===== src/rtl/core_pkg.sv =====
// Shared core definitions for the writeback path: data width, register index
// width and the writeback request record used by every producer.
package core_pkg;

  localparam int XLEN      = 32;
  localparam int REG_IDX_W = 5;

  typedef logic [REG_IDX_W-1:0] reg_idx_t;

  // One writeback producer's offer to the register-file write port.
  typedef struct packed {
    logic            valid;
    reg_idx_t        rd;
    logic [XLEN-1:0] data;
  } wb_req_t;

endpackage


===== src/rtl/rr_arbiter.sv =====
// Round-robin arbiter for the writeback port: starting at the pointer, the
// first valid requester (searching upward, modulo NUM_REQ) gets a one-hot grant.
// The pointer moves to one past the granted index on every transfer.
// Build option WB_ARB_FIXED_PRIO_EN: lowest index always wins and the pointer
// (together with its clock/reset ports) disappears.
module rr_arbiter #(
  parameter int NUM_REQ = 3
) (
`ifndef WB_ARB_FIXED_PRIO_EN
  input  logic                       clk,
  input  logic                       rst_n,
`endif
  input  logic [NUM_REQ-1:0]         req,
  output logic [NUM_REQ-1:0]         grant,
  output logic [$clog2(NUM_REQ)-1:0] grant_idx,
  output logic                       grant_valid
);

  localparam int IDX_W = $clog2(NUM_REQ);

`ifdef WB_ARB_FIXED_PRIO_EN

  // Fixed priority: scan from the top down so the lowest valid index is the last write.
  always_comb begin
    grant       = '0;
    grant_idx   = '0;
    grant_valid = 1'b0;
    for (int i = NUM_REQ - 1; i >= 0; i--) begin
      if (req[i]) begin
        grant_idx   = IDX_W'(i);
        grant_valid = 1'b1;
      end
    end
    if (grant_valid) grant[grant_idx] = 1'b1;
  end

`else

  logic [IDX_W-1:0] ptr;

  // Rotated priority search: the first valid index at or after ptr wins.
  always_comb begin
    int idx;
    idx         = 0;
    grant       = '0;
    grant_idx   = '0;
    grant_valid = 1'b0;
    for (int k = 0; k < NUM_REQ; k++) begin
      idx = (int'(ptr) + k) % NUM_REQ;
      if (!grant_valid && req[idx]) begin
        grant_valid = 1'b1;
        grant_idx   = IDX_W'(idx);
      end
    end
    if (grant_valid) grant[grant_idx] = 1'b1;
  end

  // Pointer advances past the winner only when a transfer actually happens.
  always_ff @(posedge clk or negedge rst_n) begin
    if (!rst_n) begin
      ptr <= '0;
    end else if (grant_valid) begin
      ptr <= (int'(grant_idx) == NUM_REQ - 1) ? '0 : grant_idx + 1'b1;
    end
  end

`endif

endmodule


===== src/rtl/wb_port_arbiter.sv =====
// Shares the register-file write port among NUM_REQ writeback producers.
// Grants are combinational (rr_arbiter); the accepted write is registered once
// and presented to the register file the following cycle. A pending-write
// scoreboard (busy) is set at issue and cleared when the write commits.
// Build option WB_ARB_FIXED_PRIO_EN selects fixed lowest-index priority.
module wb_port_arbiter
  import core_pkg::*;
#(
  parameter int NUM_REQ  = 3,
  parameter int XLEN     = core_pkg::XLEN,
  parameter int NUM_REGS = 32
) (
  input  logic                                clk,
  input  logic                                rst_n,
  input  logic [NUM_REQ-1:0]                  req_valid,
  input  logic [NUM_REQ-1:0][REG_IDX_W-1:0]   req_rd,
  input  logic [NUM_REQ-1:0][XLEN-1:0]        req_data,
  output logic [NUM_REQ-1:0]                  req_ready,
  input  logic                                alloc_valid,
  input  logic [REG_IDX_W-1:0]                alloc_rd,
  input  logic                                flush,
  output logic                                rf_we,
  output logic [REG_IDX_W-1:0]                rf_rd,
  output logic [XLEN-1:0]                     rf_wdata,
  output logic [NUM_REGS-1:0]                 busy
);

  localparam int IDX_W = $clog2(NUM_REQ);

  wb_req_t              reqs [NUM_REQ];
  logic [NUM_REQ-1:0]   arb_req;
  logic [NUM_REQ-1:0]   grant;
  logic [IDX_W-1:0]     grant_idx;
  logic                 grant_valid;
  logic [NUM_REGS-1:0]  busy_q;
  logic [NUM_REGS-1:0]  busy_next;

  for (genvar i = 0; i < NUM_REQ; i++) begin : g_req
    assign reqs[i]    = {req_valid[i], req_rd[i], req_data[i]};
    assign arb_req[i] = reqs[i].valid;
  end

  rr_arbiter #(
    .NUM_REQ (NUM_REQ)
  ) u_arb (
`ifndef WB_ARB_FIXED_PRIO_EN
    .clk         (clk),
    .rst_n       (rst_n),
`endif
    .req         (arb_req),
    .grant       (grant),
    .grant_idx   (grant_idx),
    .grant_valid (grant_valid)
  );

  // A grant is only ever issued to a valid requester, so grant doubles as ready.
  assign req_ready = grant;

  // Output stage: capture the winner; rd=0 consumes the slot but never writes.
  always_ff @(posedge clk or negedge rst_n) begin
    if (!rst_n) begin
      rf_we    <= 1'b0;
      rf_rd    <= '0;
      rf_wdata <= '0;
    end else begin
      rf_we <= grant_valid && (reqs[grant_idx].rd != '0);
      if (grant_valid) begin
        rf_rd    <= reqs[grant_idx].rd;
        rf_wdata <= reqs[grant_idx].data;
      end
    end
  end

  // Scoreboard next state: commit clears, issue sets afterwards so a new producer wins.
  always_comb begin
    busy_next = busy_q;
    if (flush) begin
      busy_next = '0;
    end else begin
      if (rf_we) busy_next[rf_rd] = 1'b0;
      if (alloc_valid && (alloc_rd != '0)) busy_next[alloc_rd] = 1'b1;
    end
    busy_next[0] = 1'b0;
  end

  // Scoreboard register; the hazard unit only ever sees the registered copy.
  always_ff @(posedge clk or negedge rst_n) begin
    if (!rst_n) begin
      busy_q <= '0;
    end else begin
      busy_q <= busy_next;
    end
  end

  assign busy = busy_q;

endmodule


===== config.mk =====
export PLATFORM = sky130hd
export DESIGN_NAME = wb_port_arbiter
export DESIGN_NICKNAME = d
export VERILOG_FILES = /design/src/rtl/core_pkg.sv /design/src/rtl/rr_arbiter.sv /design/src/rtl/wb_port_arbiter.sv
export SDC_FILE = /design/constraint.sdc
export NUM_CORES = 1
export LEC_CHECK = 0
export CAP_MARGIN = 30
export CORE_ASPECT_RATIO = 0.5
export CORE_MARGIN = 3
export CORE_UTILIZATION = 45
export CTS_BUF_LIST = sky130_fd_sc_hd__clkbuf_8
export DETAILED_ROUTE_END_ITERATION = 10
export PLACE_DENSITY_LB_ADDON = 0.2
export SYNTH_ARGS = -nofsm -noshare
export SYNTH_HDL_FRONTEND = slang
export SYNTH_HIERARCHICAL = 1
export SYNTH_SLANG_ARGS = --single-unit

===== constraint.sdc =====
create_clock -name clk -period 4.4 [get_ports clk]
set_input_delay 0.44 -clock clk [delete_from_list [all_inputs] [get_ports clk]]
set_output_delay 0.44 -clock clk [all_outputs]
set_load 0.05 [all_outputs]

==> summary.md, run 1 <==
| Metric | Value |
|---|---|
| Mapped Cells | `roughly 440` |
| Cts hold-fix bufs | `0` |
| CTS root buffer | `clkbuf_8` |
| IO Pins | `196` |
| Crit path max-delay cell type | `clkdlybuf4s50_1` |
| CTS tree | `done` |
| Share of flip-flops with an asynchronous set or reset | `1.00` |
| Sequential Power Share | `0.223` |
| Worst Tran Pin Value | `0.883 ns` |
| Area leader, netlist | `dfrtp_1` |
| Lkg Pwr | `2.47 nW` |
| Status | `finished, final reports clean` |
| Starting Density | `0.477` |
| Placed Instance Area | `around 0.0059 mm^2` |
| Yosys reg bits | `a little over 70` |
| Register area share after synthesis | `0.451` |
| P_int | `around 2.3 mW` |
| Final setup vio count | `0` |
| Clk_lat worst skew | `0.35 ns` |
| DRC | `0` |
| Share of the synthesized area in the top cell type | `0.451` |
| Vias | `slightly below 4000` |
| Maxcap violations | `0` |
| Ys Warns | `6` |
| CTS resizes | `0` |
| DIE AREA | `approximately 0.01 mm^2` |
| Fmax | `279 MHz` |
| Setup TNS | `0 ns` |
| CP arrival | `roughly 3.2 ns` |
| Max-slew headroom | `0.411` |
| CP Launch Type | `register` |
| Reg2reg end | `rf_we$_DFF_PN0_` |
| CTS Buf Count | `9` |
| CP Class | `reg -> out` |
| I/O Buffers | `~190` |
| GR Overflow Total | `0` |
| Vias in the first global route | `4011` |
| Final wirelength | `11900 um` |
| Crit-path max cell delay | `around 0.84 ns` |
| Final hold vios | `0` |
| Final HPWL from detailed placement | `roughly 8800 um` |
| Reg clk slew, reported paths | `0.08 ns` |
| Area growth syn-to-layout | `55.8%` |
| CP cell instances | `inv_1, ha_1, mux2i_1, o22a_1, a21oi_1, and4_4, nor3_1, clkdlybuf4s50_1` |
| WP data required | `around 4.0 ns` |
| Clock tree buffer depth | `2` |
| H-tree levels | `3` |
| Largest net degree at the start of global routing | `72` |
| Worst reg-to-reg path cell count | `10` |
| Number of enable flip-flop cells after synthesis | `0` |
| Setup Fix Bufs, Post-CTS | `0` |
| Share of layout cells above drive strength 1 | `0.0523` |
| Crit end category | `primary output` |
| Clock power share | `0.128` |
| Multi-input logic area | `between 0.0015 and 0.002 mm^2` |
| Pins Over Slew Limit | `0` |
| Die Y | `72.2 um` |
| Total Routing Usage GR | `0.236` |
| Filler cell count | `664` |
| Main synth FF type | `dfrtp_1` |
| Syn Area/Cell | `8.88 um^2` |
| Switching Fraction | `0.494` |
| Design Area, Final | `around 0.0061 mm^2` |
| Final weighted congestion in routability-driven placement | `around 0.86` |
| Setup Skew | `approximately 0.012 ns` |
| Initial antenna violation count | `0` |
| Min-Delay Path Class | `in -> async` |
| RSZ-0062 raised after global routing | `false` |
| R2r startpoint | `u_arb/ptr[0]$_DFFE_PN0P_` |
| Routed wire per std cell | `roughly 16 um` |
| Max VDD drop | `~0.45 mV` |
| First-pass GRT wire length | `around 19000 um` |
| Final min period | `3.59 ns` |
| Dominant cells by area after synthesis | `dfrtp_1, a21oi_1, mux2i_1, nor2_1, nand2_1` |
| # rows | `23` |
| Diode count | `0` |
| Logic gate share of total power | `0.649` |
| FF/Latch Area | `~0.0018 mm^2` |
| Core Footprint | `0.00826 mm^2` |
| Power per standard cell area | `roughly 750 mW/mm^2` |
| Psw | `about 2.3 mW` |
| Die X | `around 140 um` |
| Cell variety after synth | `44` |
| Tcrit/Tclk final | `0.815` |
| Post-route ant nets | `0` |
| Vias per inst | `about 5.4` |
| Initial drt markers | `246` |
| Mapped cell area | `0.00394 mm^2` |
| Crit-path max FO | `21` |
| FF-to-FF setup slack | `around 1.1 ns` |
| First-pass iteration count of the detailed router | `4` |
| Syn Nets | `roughly 570` |
| Nets | `about 750` |
| CTS Sinks | `71` |
-- flip-flops by register name, summed over array words and instances (netlist names) --
signal / flops
u_arb/ptr: 2
busy: 31
rf_we: 1
rf_rd: 5
rf_wdata: 32
-- synth_stat cells, drive strengths merged, types with 2 or more instances --
master,instances
a21oi,99
dfrtp,71
nor2,70
mux2i,40
nand2,37
o21ai,33
buf,18
clkbuf,10
inv,5
nand3b,5
nor3b,5
ha,4
mux2,4
o2bb2ai,4
a21boi,3
and3,3
and3b,3
nand3,3
nor2b,3
nor3,3
or3b,3
and4,2
o211a,2
or3,2
-- critical path: cells and delay by family, from the launching register on --
family | cells | cell delay [ns]
flip-flops | 1 | 0.43
AO/OA/AOI/OAI | 2 | 0.29
buffers and inverters | 2 | 0.94
AND/OR/NAND/NOR | 2 | 0.51
multiplexers | 1 | 0.35
adder cells (fa/ha/maj) | 1 | 0.29
-- power by group through the flow --
stage	Combinational, mW	Clock, mW	Sequential (mW)
3_5_place_dp	2.98	0	1.03
6_report	2.98	0.589	1.02
5_1_grt	3.21	0.632	1.06
2_1_floorplan	1.57	0	1.65
3_3_place_gp	2.90	0	1.03
4_1_cts	2.99	0.602	1.02
-- cells in the final DEF (no fill, tap or decap), drive strengths merged, types with 2 or more instances in the layout --
| cell | netlist | layout |
|---|---|---|
| a21boi | 3 | 3 |
| a21oi | 99 | 99 |
| and3 | 3 | 3 |
| and3b | 3 | 3 |
| and4 | 2 | 2 |
| buf | 18 | 6 |
| bufinv | 0 | 2 |
| clkbuf | 10 | 10 |
| clkdlybuf4s50 | 0 | 193 |
| clkinv | 0 | 2 |
| dfrtp | 71 | 71 |
| ha | 4 | 4 |
| inv | 5 | 7 |
| mux2 | 4 | 4 |
| mux2i | 40 | 40 |
| nand2 | 37 | 37 |
| nand3 | 3 | 3 |
| nand3b | 5 | 5 |
| nor2 | 70 | 70 |
| nor2b | 3 | 3 |
| nor3 | 3 | 3 |
| nor3b | 5 | 5 |
| o211a | 2 | 2 |
| o21ai | 33 | 33 |
| o2bb2ai | 4 | 4 |
| or3 | 2 | 2 |
| or3b | 3 | 3 |
-- how the worst max path moves through the flow --
stage | startpoint | endpoint | slack (ns) | depth (start not counted)
2_1_floorplan | u_arb/ptr[0]$_DFFE_PN0P_ | req_ready[0] | 1.41 | 8
3_3_place_gp | req_valid[1] | req_ready[0] | 1.0 | 7
3_5_place_dp | req_valid[1] | req_ready[0] | 0.97 | 7
4_1_cts | u_arb/ptr[0]$_DFFE_PN0P_ | req_ready[0] | 0.83 | 8
5_1_grt | u_arb/ptr[0]$_DFFE_PN0P_ | req_ready[0] | 0.65 | 8
6_report | u_arb/ptr[0]$_DFFE_PN0P_ | req_ready[0] | 0.81 | 8
-- routing by layer --
| layer | vias up | GRT usage | share of wire |
|---|---|---|---|
| met4 | 0 | 0.0679 | 0.012 |
| met1 | 1861 | 0.282 | 0.39 |
| met2 | 171 | 0.421 | 0.51 |
| met5 | - | 0 | 0 |
| met3 | 12 | 0.0731 | 0.081 |
| li1 | 1935 | - | - |
-- logic make-up after synthesis --
| group | synth area share |
|---|---|
| other | 0.000951 |
| buffers and inverters | 0.0498 |
| AND/OR/NAND/NOR | 0.166 |
| multiplexers | 0.113 |
| flip-flops | 0.451 |
| adder cells (fa/ha/maj) | 0.0127 |
| AO/OA/AOI/OAI | 0.207 |
-- stage by stage --
step | power, mW | hold slack (ns) | setup WS, ns | util | cells
finish | 4.59 | 0.201 | 0.813 | 0.744 | 743
detailed placement | 4.02 | 0.511 | 0.970 | 0.716 | 727
global placement | 3.92 | 0.503 | 0.997 | 0.711 | 725
global route | 4.89 | 0.269 | 0.651 | 0.744 | 743
floorplan | 3.22 | 0.144 | 1.41 | - | 444
CTS | 4.62 | 0.233 | 0.830 | 0.744 | 743
-- area by class of cell --
type / count / share of cell area
Timing Repair Buffer: 199 / 0.326
Tap cell: 112 / 0.0228
Clock buffer: 10 / 0.0224
Sequential cell: 71 / 0.289
Multi-Input combinational cell: 340 / 0.321
Clock inverter: 6 / 0.0149
Inverter: 5 / 0.00306
Power figures use the tool's default switching activity.
==> run 2: changes to the inputs <==
- CORE_UTILIZATION: 45 -> 42
- clock period: 4.4 -> 3.55 ns (I/O delays scaled with it)
==> run 2 against run 1 <==
Combinational power grew 23%. Largest cell class unchanged. Largest power group unchanged. Critical path depth shrank 1. Register-to-register slack lost 0.60 ns. Cell count grew 0.94%. Critical endpoint is now req_ready[2]. Setup slack lost 0.41 ns. Clock skew grew 0.0041 ns. Count of clock-buffer cells in the layout grew 1. Hold slack lost 0.11 ns.
==> summary.md, run 2 (synthesized netlist as in run 1, its figures left out) <==
| Metric | Value |
|---|---|
| Status | `finished, final reports clean` |
| Area growth syn-to-layout | `55.2%` |
| Initial antenna violation count | `0 (unchanged)` |
| DIE AREA | `0.0107 mm^2 (+6.7%)` |
| P_int | `2.80 mW (+21%)` |
| CTS tree | `done` |
| CTS root buffer | `clkbuf_8` |
| Design Area, Final | `0.00612 mm^2 (-0.37%)` |
| FF-to-FF setup slack | `0.52 ns (-0.60 ns)` |
| Core Footprint | `0.00892 mm^2 (+8.0%)` |
| Crit-path max FO | `10 (-52%)` |
| Vias | `3938 (-1.0%)` |
| Busiest grt layer | `met2` |
| Psw | `2.81 mW (+24%)` |
| Cts hold-fix bufs | `0 (unchanged)` |
| Final wirelength | `11900 um (+0.22%)` |
| RSZ-0062 raised after global routing | `false` |
| Max VDD drop | `0.588 mV (+32%)` |
| CP arrival | `2.79 ns (-0.36 ns)` |
| Met2 global-route usage | `0.384 (-0.0371)` |
| DRC | `0 (unchanged)` |
| Initial drt markers | `218 (-11%)` |
| Die X | `143 um (+3.4%)` |
| Die Y | `74.5 um (+3.2%)` |
| Clk_lat worst skew | `0.36 ns (about the same)` |
| Tcrit/Tclk final | `0.886` |
| Sequential Power Share | `0.227 (+0.004)` |
| I/O Buffers | `194 (unchanged)` |
| Vias in the first global route | `3773 (-5.9%)` |
| Nets | `755 (+0.27%)` |
| Power per standard cell area | `917 mW/mm^2 (+23%)` |
| Most frequent cells in the layout | `clkdlybuf4s50_1, a21oi_1, dfrtp_1, nor2_1, mux2i_1` |
| Logic gate share of total power | `0.653 (+0.004)` |
| Vias per inst | `5.25 (-2.0%)` |
| Switching Fraction | `0.500 (+0.00663)` |
| Placed Instance Area | `0.00591 mm^2 (about the same)` |
| Final HPWL from detailed placement | `8800 um (about the same)` |
| Routed wire per std cell | `15.9 um (-0.72%)` |
| Crit end category | `primary output` |
| First-pass iteration count of the detailed router | `4 (unchanged)` |
| Diode count | `0 (unchanged)` |
| Final WS setup | `0.404 ns (-0.409 ns)` |
| First-pass GRT wire length | `18600 um (-2.9%)` |
| Most common cell after layout, fill and taps aside | `clkdlybuf4s50_1` |
| WP data required | `3.19 ns (-0.77 ns)` |
| CP Launch Type | `register` |
| GR Overflow Total | `0 (unchanged)` |
| Largest net degree at the start of global routing | `72 (unchanged)` |
| GRT met1 Usage | `0.273 (-0.00888)` |
| Setup Fix Bufs, Post-CTS | `0 (unchanged)` |
| Final hold vios | `0 (unchanged)` |
| Starting Density | `0.442 (-0.0353)` |
| Max reg flops | `32 (unchanged)` |
| Pwr Total | `5.61 mW (+22%)` |
| Final min period | `around 3.1 ns` |
| Final weighted congestion in routability-driven placement | `0.863 (about the same)` |
| Max-slew headroom | `0.407 (-0.00429)` |
| Min-Delay Path Class | `in -> async` |
| Share of layout cells above drive strength 1 | `0.0569 (+0.00457)` |
| Hold_ws | `0.0917 ns (-0.109 ns)` |
| Pre-CTS WS | `0.427 ns (-0.543 ns)` |
| Total Routing Usage GR | `0.223 (-0.0135)` |
| # rows | `24 (+4.3%)` |
| CTS resizes | `0 (unchanged)` |
| Maxcap violations | `0 (unchanged)` |
| Clock power share | `0.120 (-0.008)` |
| Pins Over Slew Limit | `0 (unchanged)` |
| Post-route ant nets | `0 (unchanged)` |
| CTS Sinks | `71 (unchanged)` |
| IO Pins | `196 (unchanged)` |
| Lkg Pwr | `2.46 nW (-0.40%)` |
| Largest Register | `rf_wdata` |
| Reg clk slew, reported paths | `0.08 ns (about the same)` |
| GR Layer Usage met3 | `0.0745 (+0.00143)` |
| Setup Skew | `0.0157 ns (+0.00405 ns)` |
| H-tree levels | `3 (unchanged)` |
| Setup TNS | `0 ns (unchanged)` |
| Final setup vio count | `0 (unchanged)` |
| Fmax | `between 300 and 400 MHz` |
| CTS Buf Count | `9 (unchanged)` |
| CP Class | `reg -> out` |
| Worst Tran Pin Value | `0.889 ns (+0.00643 ns)` |
| Clock tree buffer depth | `2 (unchanged)` |
[run 2: metal layers]
layer  vias to the layer above  share of wire
met1                      1867           0.41
met5                         -              0
met3                        14          0.075
met2                       128           0.50
li1                       1929              -
met4                         0          0.014
[run 2: cell type report]
type / count / area (um^2)
Fill cell: 738 / 2800
Timing Repair Buffer: 201 / 2000
Multi-Input combinational cell: 340 / 1970
Sequential cell: 71 / 1780
Clock buffer: 11 / 151
Tap cell: 117 / 146
Clock inverter: 5 / 56.3
Inverter: 5 / 18.8
[run 2: worst paths after layout]
| check | from | endpoint | cells after the start |
|---|---|---|---|
| worst min register to register | rf_wdata[27]$_DFFE_PN0P_ | rf_wdata[27]$_DFFE_PN0P_ | 2 |
| worst min-delay path | rst_n | busy[13]$_DFF_PN0_ | 1 |
| min in group clk | rf_wdata[27]$_DFFE_PN0P_ | rf_wdata[27]$_DFFE_PN0P_ | 2 |
| max in group asynchronous | rst_n | rf_wdata[25]$_DFFE_PN0P_ | 1 |
| worst max register to register | u_arb/ptr[0]$_DFFE_PN0P_ | rf_wdata[8]$_DFFE_PN0P_ | 10 |
| worst max-delay path | u_arb/ptr[1]$_DFFE_PN0P_ | req_ready[2] | 7 |
[run 2: power by group through the flow]
stage | combinational, mW | clock (mW) | sequential (mW)
2_1_floorplan | 1.94 | 0 | 2.05
3_3_place_gp | 3.61 | 0 | 1.28
3_5_place_dp | 3.68 | 0 | 1.28
4_1_cts | 3.69 | 0.694 | 1.27
5_1_grt | 3.96 | 0.728 | 1.31
6_report | 3.66 | 0.674 | 1.27
[run 2: metrics by stage]
step,utilization,instances
2_1_floorplan,-,444
3_3_place_gp,0.661,733
3_5_place_dp,0.663,734
4_1_cts,0.686,750
5_1_grt,0.686,750
6_report,0.686,750
[run 2: worst max-delay path, cell delays in order, from the launching register on]
cell and delay [ns]:
dfrtp_1 0.42, inv_1 0.09, ha_1 0.37, nand2b_1 0.15, a21boi_0 0.08, o21ai_0 0.27, and4_2 0.27, clkdlybuf4s50_1 0.80
